File: src/rtl/mips_ctrl_decoder_if.sv
// Decode-stage instruction fields in, D-stage flags and E-stage control bundle out.
interface mips_ctrl_decoder_if;
    logic [5:0] opcode;
    logic [5:0] funct;
    logic       flush_e;
    logic       branch;
    logic       jump;
    logic       jal;
    logic       jr;
    logic       illegal;
    logic       reg_dst_e;
    logic       we_reg_e;
    logic       alu_src_e;
    logic       we_dm_e;
    logic       dm2reg_e;
    logic [3:0] alu_ctrl_e;
    logic       shmux_e;
    logic       mult_enable_e;
    logic       sfmux_high_e;
    logic       sf2reg_e;

    modport master (
        output opcode, funct, flush_e,
        input  branch, jump, jal, jr, illegal,
        input  reg_dst_e, we_reg_e, alu_src_e, we_dm_e, dm2reg_e, alu_ctrl_e,
        input  shmux_e, mult_enable_e, sfmux_high_e, sf2reg_e
    );

    modport slave (
        input  opcode, funct, flush_e,
        output branch, jump, jal, jr, illegal,
        output reg_dst_e, we_reg_e, alu_src_e, we_dm_e, dm2reg_e, alu_ctrl_e,
        output shmux_e, mult_enable_e, sfmux_high_e, sf2reg_e
    );
endinterface

File: src/rtl/mips_ctrl_decoder.sv
// MIPS control decoder: combined main/funct decode, D-stage flags combinational,
// datapath control bundle registered into the E stage with flush.
module mips_ctrl_decoder (
    input logic               clk,
    input logic               rst,
    mips_ctrl_decoder_if.slave bus
);
    localparam logic [3:0] AluAnd = 4'b0000;
    localparam logic [3:0] AluOr  = 4'b0001;
    localparam logic [3:0] AluAdd = 4'b0010;
    localparam logic [3:0] AluSub = 4'b0110;
    localparam logic [3:0] AluSlt = 4'b0111;
    localparam logic [3:0] AluSll = 4'b1000;
    localparam logic [3:0] AluSrl = 4'b1001;

    typedef struct packed {
        logic       reg_dst;
        logic       we_reg;
        logic       alu_src;
        logic       we_dm;
        logic       dm2reg;
        logic [3:0] alu_ctrl;
        logic       shmux;
        logic       mult_enable;
        logic       sfmux_high;
        logic       sf2reg;
    } ctrl_t;

    logic       reg_dst, we_reg, alu_src, we_dm, dm2reg;
    logic [1:0] alu_op;
    logic       branch, jump, jal, illegal_op;

    logic [3:0] alu_ctrl;
    logic       shmux, mult_enable, sfmux_high, sf2reg, jr, illegal_fn, kill_we;

    ctrl_t ctrl_d, ctrl_q;

    always_comb begin
        reg_dst    = 1'b0;
        we_reg     = 1'b0;
        alu_src    = 1'b0;
        we_dm      = 1'b0;
        dm2reg     = 1'b0;
        alu_op     = 2'b00;
        branch     = 1'b0;
        jump       = 1'b0;
        jal        = 1'b0;
        illegal_op = 1'b0;
        unique case (bus.opcode)
            6'b000000: begin reg_dst = 1'b1; we_reg = 1'b1; alu_op = 2'b10; end
            6'b100011: begin we_reg = 1'b1; alu_src = 1'b1; dm2reg = 1'b1; end
            6'b101011: begin alu_src = 1'b1; we_dm = 1'b1; end
            6'b000100: begin alu_op = 2'b01; branch = 1'b1; end
            6'b001000: begin we_reg = 1'b1; alu_src = 1'b1; end
            6'b000010: jump = 1'b1;
            6'b000011: begin we_reg = 1'b1; jump = 1'b1; jal = 1'b1; end
            default:   illegal_op = 1'b1;
        endcase
    end

    always_comb begin
        alu_ctrl    = AluAdd;
        shmux       = 1'b0;
        mult_enable = 1'b0;
        sfmux_high  = 1'b0;
        sf2reg      = 1'b0;
        jr          = 1'b0;
        illegal_fn  = 1'b0;
        kill_we     = 1'b0;
        unique case (alu_op)
            2'b00: alu_ctrl = AluAdd;
            2'b01: alu_ctrl = AluSub;
            2'b10: begin
                unique case (bus.funct)
                    6'b100000: alu_ctrl = AluAdd;
                    6'b100010: alu_ctrl = AluSub;
                    6'b100100: alu_ctrl = AluAnd;
                    6'b100101: alu_ctrl = AluOr;
                    6'b101010: alu_ctrl = AluSlt;
                    6'b000000: begin alu_ctrl = AluSll; shmux = 1'b1; end
                    6'b000010: begin alu_ctrl = AluSrl; shmux = 1'b1; end
                    6'b001000: begin jr = 1'b1; kill_we = 1'b1; end
                    6'b011001: begin mult_enable = 1'b1; kill_we = 1'b1; end
                    6'b010000: begin sf2reg = 1'b1; sfmux_high = 1'b1; end
                    6'b010010: sf2reg = 1'b1;
                    default: begin
                        illegal_fn = 1'b1;
                        kill_we    = 1'b1;
                        alu_ctrl   = AluAnd;
                    end
                endcase
            end
            default: alu_ctrl = AluAdd;
        endcase
    end

    // An unsupported opcode must produce an all-zero bundle, including alu_ctrl.
    always_comb begin
        ctrl_d             = '0;
        ctrl_d.reg_dst     = reg_dst;
        ctrl_d.we_reg      = we_reg & ~kill_we;
        ctrl_d.alu_src     = alu_src;
        ctrl_d.we_dm       = we_dm;
        ctrl_d.dm2reg      = dm2reg;
        ctrl_d.alu_ctrl    = illegal_op ? 4'b0000 : alu_ctrl;
        ctrl_d.shmux       = shmux;
        ctrl_d.mult_enable = mult_enable;
        ctrl_d.sfmux_high  = sfmux_high;
        ctrl_d.sf2reg      = sf2reg;
    end

    always_ff @(posedge clk or posedge rst) begin
        if (rst) begin
            ctrl_q <= '0;
        end else if (bus.flush_e) begin
            ctrl_q <= '0;
        end else begin
            ctrl_q <= ctrl_d;
        end
    end

    assign bus.branch  = branch;
    assign bus.jump    = jump;
    assign bus.jal     = jal;
    assign bus.jr      = jr;
    assign bus.illegal = illegal_op | illegal_fn;

    assign bus.reg_dst_e     = ctrl_q.reg_dst;
    assign bus.we_reg_e      = ctrl_q.we_reg;
    assign bus.alu_src_e     = ctrl_q.alu_src;
    assign bus.we_dm_e       = ctrl_q.we_dm;
    assign bus.dm2reg_e      = ctrl_q.dm2reg;
    assign bus.alu_ctrl_e    = ctrl_q.alu_ctrl;
    assign bus.shmux_e       = ctrl_q.shmux;
    assign bus.mult_enable_e = ctrl_q.mult_enable;
    assign bus.sfmux_high_e  = ctrl_q.sfmux_high;
    assign bus.sf2reg_e      = ctrl_q.sf2reg;
endmodule

File: src/flat_wrapper.sv
// flat-port wrapper written by rule: the top's interface ports become plain ports
module mips_ctrl_decoder_flat 
  (clk, rst, bus_opcode, bus_funct, bus_flush_e, bus_branch, bus_jump, bus_jal, bus_jr, bus_illegal, bus_reg_dst_e, bus_we_reg_e, bus_alu_src_e, bus_we_dm_e, bus_dm2reg_e, bus_alu_ctrl_e, bus_shmux_e, bus_mult_enable_e, bus_sfmux_high_e, bus_sf2reg_e);
  mips_ctrl_decoder_if bus_i ();
  input logic clk;
  input logic rst;
  input wire logic [$bits(bus_i.opcode)-1:0] bus_opcode;
  input wire logic [$bits(bus_i.funct)-1:0] bus_funct;
  input wire logic [$bits(bus_i.flush_e)-1:0] bus_flush_e;
  output wire logic [$bits(bus_i.branch)-1:0] bus_branch;
  output wire logic [$bits(bus_i.jump)-1:0] bus_jump;
  output wire logic [$bits(bus_i.jal)-1:0] bus_jal;
  output wire logic [$bits(bus_i.jr)-1:0] bus_jr;
  output wire logic [$bits(bus_i.illegal)-1:0] bus_illegal;
  output wire logic [$bits(bus_i.reg_dst_e)-1:0] bus_reg_dst_e;
  output wire logic [$bits(bus_i.we_reg_e)-1:0] bus_we_reg_e;
  output wire logic [$bits(bus_i.alu_src_e)-1:0] bus_alu_src_e;
  output wire logic [$bits(bus_i.we_dm_e)-1:0] bus_we_dm_e;
  output wire logic [$bits(bus_i.dm2reg_e)-1:0] bus_dm2reg_e;
  output wire logic [$bits(bus_i.alu_ctrl_e)-1:0] bus_alu_ctrl_e;
  output wire logic [$bits(bus_i.shmux_e)-1:0] bus_shmux_e;
  output wire logic [$bits(bus_i.mult_enable_e)-1:0] bus_mult_enable_e;
  output wire logic [$bits(bus_i.sfmux_high_e)-1:0] bus_sfmux_high_e;
  output wire logic [$bits(bus_i.sf2reg_e)-1:0] bus_sf2reg_e;
  assign bus_i.opcode = bus_opcode;
  assign bus_i.funct = bus_funct;
  assign bus_i.flush_e = bus_flush_e;
  assign bus_branch = bus_i.branch;
  assign bus_jump = bus_i.jump;
  assign bus_jal = bus_i.jal;
  assign bus_jr = bus_i.jr;
  assign bus_illegal = bus_i.illegal;
  assign bus_reg_dst_e = bus_i.reg_dst_e;
  assign bus_we_reg_e = bus_i.we_reg_e;
  assign bus_alu_src_e = bus_i.alu_src_e;
  assign bus_we_dm_e = bus_i.we_dm_e;
  assign bus_dm2reg_e = bus_i.dm2reg_e;
  assign bus_alu_ctrl_e = bus_i.alu_ctrl_e;
  assign bus_shmux_e = bus_i.shmux_e;
  assign bus_mult_enable_e = bus_i.mult_enable_e;
  assign bus_sfmux_high_e = bus_i.sfmux_high_e;
  assign bus_sf2reg_e = bus_i.sf2reg_e;
  mips_ctrl_decoder u_core (.clk(clk), .rst(rst), .bus(bus_i));
endmodule
File: config.mk
export PLATFORM = sky130hd
export DESIGN_NAME = mips_ctrl_decoder_flat
export DESIGN_NICKNAME = d
export VERILOG_FILES = /design/src/rtl/mips_ctrl_decoder_if.sv /design/src/rtl/mips_ctrl_decoder.sv /design/src/flat_wrapper.sv
export SDC_FILE = /design/constraint.sdc
export NUM_CORES = 1
export LEC_CHECK = 0
export BUFFER_PORTS_ARGS = -buffer_cell sky130_fd_sc_hd__buf_2
export CORE_MARGIN = 5
export CORE_UTILIZATION = 45
export DETAILED_ROUTE_END_ITERATION = 6
export PLACE_DENSITY = 0.73
export SLEW_MARGIN = 5
export SYNTH_ARGS = -nofsm -noshare
export SYNTH_HDL_FRONTEND = slang
export SYNTH_SLANG_ARGS = --single-unit
File: constraint.sdc
create_clock -name clk -period 4.2 [get_ports clk]
set_input_delay 1.26 -clock clk [delete_from_list [all_inputs] [get_ports clk]]
set_output_delay 1.26 -clock clk [all_outputs]
set_load 0.01 [all_outputs]
==> Word-level counts from Yosys, hierarchy flattened <==
Index checks and enable logic that the tools add are counted.
{ "word_totals": {"output_inout_bits": 18, "register_bits": 13, "in_bits": 15, "word_cells": 70} }
{ "op_classes": {"mux": 28, "reduce_logical": 11, "eq_ne": 18, "n_bitwise": 3} }
{ "op_table": {"columns": ["cell", "n"], "rows": [
  ["6-bit equality test (second input constant)", 7],
  ["4-bit case mux with 6 select lines", 1],
  ["1-bit two-way mux", 23],
  ["6-bit by 2-bit equality test with 1-bit output (second input constant)", 3],
  ["6-bit by 5-bit equality test with 1-bit output (second input constant)", 3],
  ["13-bit two-way mux", 1],
  ["6-bit by 4-bit equality test with 1-bit output (second input constant)", 2],
  ["6-bit zero test", 2],
  ["11-bit OR reduction", 1],
  ["9-bit OR reduction", 1],
  ["4-bit case mux with 2 select lines", 1],
  ["7-bit OR reduction", 1],
  ["6-bit by 3-bit equality test with 1-bit output (second input constant)", 1],
  ["2-bit OR reduction", 3],
  ["5-bit OR reduction", 1],
  ["4-bit two-way mux", 1],
  ["2-bit case mux with 2 select lines", 1],
  ["4-bit OR reduction", 1],
  ["3-bit OR reduction", 1],
  ["2-bit by 1-bit equality test with 1-bit output (second input constant)", 1],
  ["2-bit equality test (second input constant)", 1],
  ["1-bit AND", 1],
  ["1-bit inverter", 1],
  ["1-bit OR", 1]
]} }

==> Depth between registers and ports, before layout <==
{ "depth": {"word_depth": 7, "depth_mapped": 9, "ltp_nobuf": 8} }

==> Worst setup path after synthesis <==
Ideal clock, no wire load.
{ "synth_timing": {"path_kind": "input to output", "start": "in bus_opcode[3]", "end": "out bus_jr", "arrival_ns": 2.627, "n_path_buf": 0, "stages": 7, "setup_slack_ns": 0.313, "required_time_ns": 2.940, "path_cell_list": "nor3_1 -> nand3b_1 -> inv_1 -> ha_1 -> nand2b_4 -> or3_4 -> nor3_1"} }
{ "synth_between": {"elab_chain_cells": 4, "word_cells_on_any_way": 5, "classes_between": "eq/ne: 2; mux: 2; reduce/logical: 1"} }
{ "synth_rtl": {"columns": ["element", "line_no", "source"], "rows": [
  ["start, declared", "flat_wrapper.sv:7", "input wire logic [$bits(bus_i.opcode)-1:0] bus_opcode;"],
  ["6-bit by 3-bit equality test with 1-bit output or 6-bit zero test (tied branches)", "mips_ctrl_decoder.sv:49", "unique case (bus.opcode)"],
  ["2-bit case mux with 2 select lines (*)", "mips_ctrl_decoder.sv:49", null],
  ["2-bit equality test (*)", "mips_ctrl_decoder.sv:70", "unique case (alu_op)"],
  ["1-bit two-way mux (*)", "mips_ctrl_decoder.sv:70", null],
  ["end, declared", "flat_wrapper.sv:13", "output wire logic [$bits(bus_i.jr)-1:0] bus_jr;"]
]} }
Every way passes the cells marked *; elsewhere a longest branch is shown, timed or not.

==> Worst setup path after layout <==
Ends and elaborated chain as after synthesis.

==> results_dict.tcl <==
set metrics [dict create \
    outcome "finished clean" \
    crit_fanout 5 \
    place.detailed.hpwl_um 1370 \
    core_area_um2 1690 \
    area_growth_pct 26.2 \
    nNetsFinal 133 \
    cts_buffer_depth 2 \
    synth-seq-cells 13 \
    finalWeightedCongestion 0.867 \
    cts_buffers 3 \
    fin_ws_ns 0.208 \
    chipWidth_um 51.6 \
    grt_pass1_wl_um 2480 \
    die_y_um 51.6 \
    synthesis.instances 82 \
    setup_viol 0 \
    start_kind "input pin" \
    cap_violations 0 \
    antennaDiodeCount 0 \
    synth-edff-count 0 \
    cts_resized 0 \
    yosysUniqueCellTypes 37 \
    grt_pass1_vias 562 \
    crit_path_end_kind "output port" \
    clockPowerShare_pct 30.2 \
    power.leakage_uw 0.000512 \
    swShare_pct 25.0 \
    gr-total-overflow 0 \
    grt_max_degree 14 \
    yosys_most_used_dff "dfrtp_1" \
    max_slew.worst_pin.slew_ns 0.441 \
    worstSetupPathType "input pin to output port" \
    drt_wl_total_um 1670 \
    seq_area_frac_synth_pct 41.7 \
    drive_gt1_share_pct 40.9 \
    drt.antenna.violating_nets 0 \
    vdd_drop_max_mv 0.0981 \
    synth_warnings 0 \
    portBuffers 32 \
    seqPwrFrac_pct 53.4 \
    dp_slack_ns 0.104 \
    p_per_area_nw_per_um2 240 \
    async_flop_share_pct 100 \
    critPathArrivalTime_ns 2.73 \
    ios 33 \
    grt_setup_unrepaired "false" \
    period_share_pct 95.1 \
    fmax_mhz 250 \
    via_per_inst 5.26 \
    clk_pin_slew_ns 0.06 \
    crit_required_ns 2.94 \
    drt_first_pass_iters 4 \
    grt_use_total_pct 13.0 \
    clock-sinks 13 \
    rows 15 \
    timing.hold.ws_ns 0.977 \
    htree_num_levels 1 \
    postCtsSetupBuffers 0 \
    holdCritPathClass "input pin to async pin" \
    die_area_um2 2660 \
    initial_core_util_pct 46.1 \
    hold_viol 0 \
    clockRootBuffer "clkbuf_4" \
    finalWorstPathRequiredPeriod_ns 3.99 \
    drc 0 \
    setup_total_negative_slack_ns 0 \
    avgSynthCellArea_um2 9.51 \
    vias 694 \
    drv_slew 0 \
    drt_iter0_drc 10 \
    syn_nets 99 \
    max_slew_margin_pct 70.6 \
    cts_tree "built" \
    cts_hold_buf 0 \
    p_int_uw 177 \
    netlist_area_um2 779 \
    wl_per_cell_um 12.7 \
    antenna_found_initial 0 \
    switching_power_uw 59.0 \
    combPwrFrac_pct 16.3 \
]
kinds of logic (layout without fill, tap and decap cells):
kind of cell    count (synthesis)  count (layout)  share of synthesized area, %
xor+xnor                        2               2                          2.25
mux                             1               1                          1.28
buf+inv                         8              41                          4.33
flops                          13              13                          41.7
fa+ha+maj                       2               2                          3.21
simple gates                   45              45                          37.4
compound gates                 11              11                          9.79
cells in the final DEF (no fill, tap or decap), drive strengths merged:
| cell type | n |
|---|---|
| buf | 33 |
| dfrtp | 13 |
| nor2 | 9 |
| nor3 | 9 |
| nand2 | 6 |
| inv | 4 |
| nor4 | 4 |
| clkbuf | 4 |
| nand3 | 3 |
| or3 | 3 |
| a21oi | 2 |
| a31oi | 2 |
| nand2b | 2 |
| and3b | 2 |
| ha | 2 |
| nand3b | 1 |
| and3 | 1 |
| nor2b | 1 |
| and2 | 1 |
| mux2i | 1 |
| and4b | 1 |
| a211oi | 1 |
| xnor2 | 1 |
| a32oi | 1 |
| a311oi | 1 |
| xor2 | 1 |
| o2bb2ai | 1 |
| a21boi | 1 |
| or4 | 1 |
| o211ai | 1 |
| nor3b | 1 |
| o21ai | 1 |
metal layers:
metal  GRT usage (%)  wire (µm)
met1            17.2        723
met2            18.6        814
met3            1.72         84
met4            10.5         51
met5               0          0
worst max-delay path, cell delays in order:
cell and delay, ns:
buf_2 0.13, nor3_2 0.21, nand3b_1 0.14, inv_1 0.09
ha_2 0.22, nand2b_4 0.07, or3_4 0.34, nor3_1 0.12
buf_2 0.15
through the flow:
stage,cell area [µm²],util (%),total power [µW],instances
5_1_grt,983,58.2,248,132
4_1_cts,976,57.8,239,132
6_report,983,58.2,236,132
3_5_place_dp,950,56.2,166,128
3_3_place_gp,950,56.2,166,128
2_1_floorplan,779,-,151,82
power by group through the flow:
stage / Sequential (µW) / Combinational (µW) / Clock [µW]
floorplan: 129 / 21.6 / 0
global placement: 128 / 37.5 / 0
detailed placement: 128 / 37.9 / 0
CTS: 126 / 38.0 / 74.5
global route: 126 / 42.6 / 79.2
finish: 126 / 38.6 / 71.4
registers in the layout (all words and copies together) (netlist names):
signal / cells
u_core.bus.alu_ctrl_e: 4
u_core.bus.dm2reg_e: 1
u_core.bus.sfmux_high_e: 1
u_core.bus.reg_dst_e: 1
u_core.bus.mult_enable_e: 1
u_core.bus.sf2reg_e: 1
u_core.bus.we_dm_e: 1
u_core.bus.we_reg_e: 1
u_core.bus.shmux_e: 1
u_core.bus.alu_src_e: 1
area by class of cell:
class                   instances  area (µm²)
multi-input cells              61         428
well taps                      17        21.3
inverters                       4        15.0
flip-flops and latches         13         325
clock buffers                   4        26.3
fillers                       161         706
repair buffers                 33         168
cells in the mapped netlist (2+ instances only):
cell type	number	share of area (%)
a31oi_1	2	1.6
or3_4	2	2.9
dfrtp_1	13	42
nand3_1	3	1.9
nor2_1	9	4.3
nor3_1	7	4.5
inv_1	4	1.9
a21oi_1	2	1.3
nand2_1	6	2.9
ha_1	2	3.2
buf_2	3	1.9
nor4_1	3	2.4
nor3_2	2	2.6
path summary, 6_finish.rpt:
check	endpoint	from	slack, ns	cells after the start
min in group clk	u_core.bus.dm2reg_e	bus_opcode[3]	1.21	2
setup / recovery	bus_jr	bus_opcode[3]	0.21	9
max in group asynchronous	u_core.bus.sf2reg_e	rst	2.92	2
hold / removal	u_core.bus.alu_ctrl_e[3]	rst	0.98	2
Note: power is estimated with default switching activity, not from simulation.
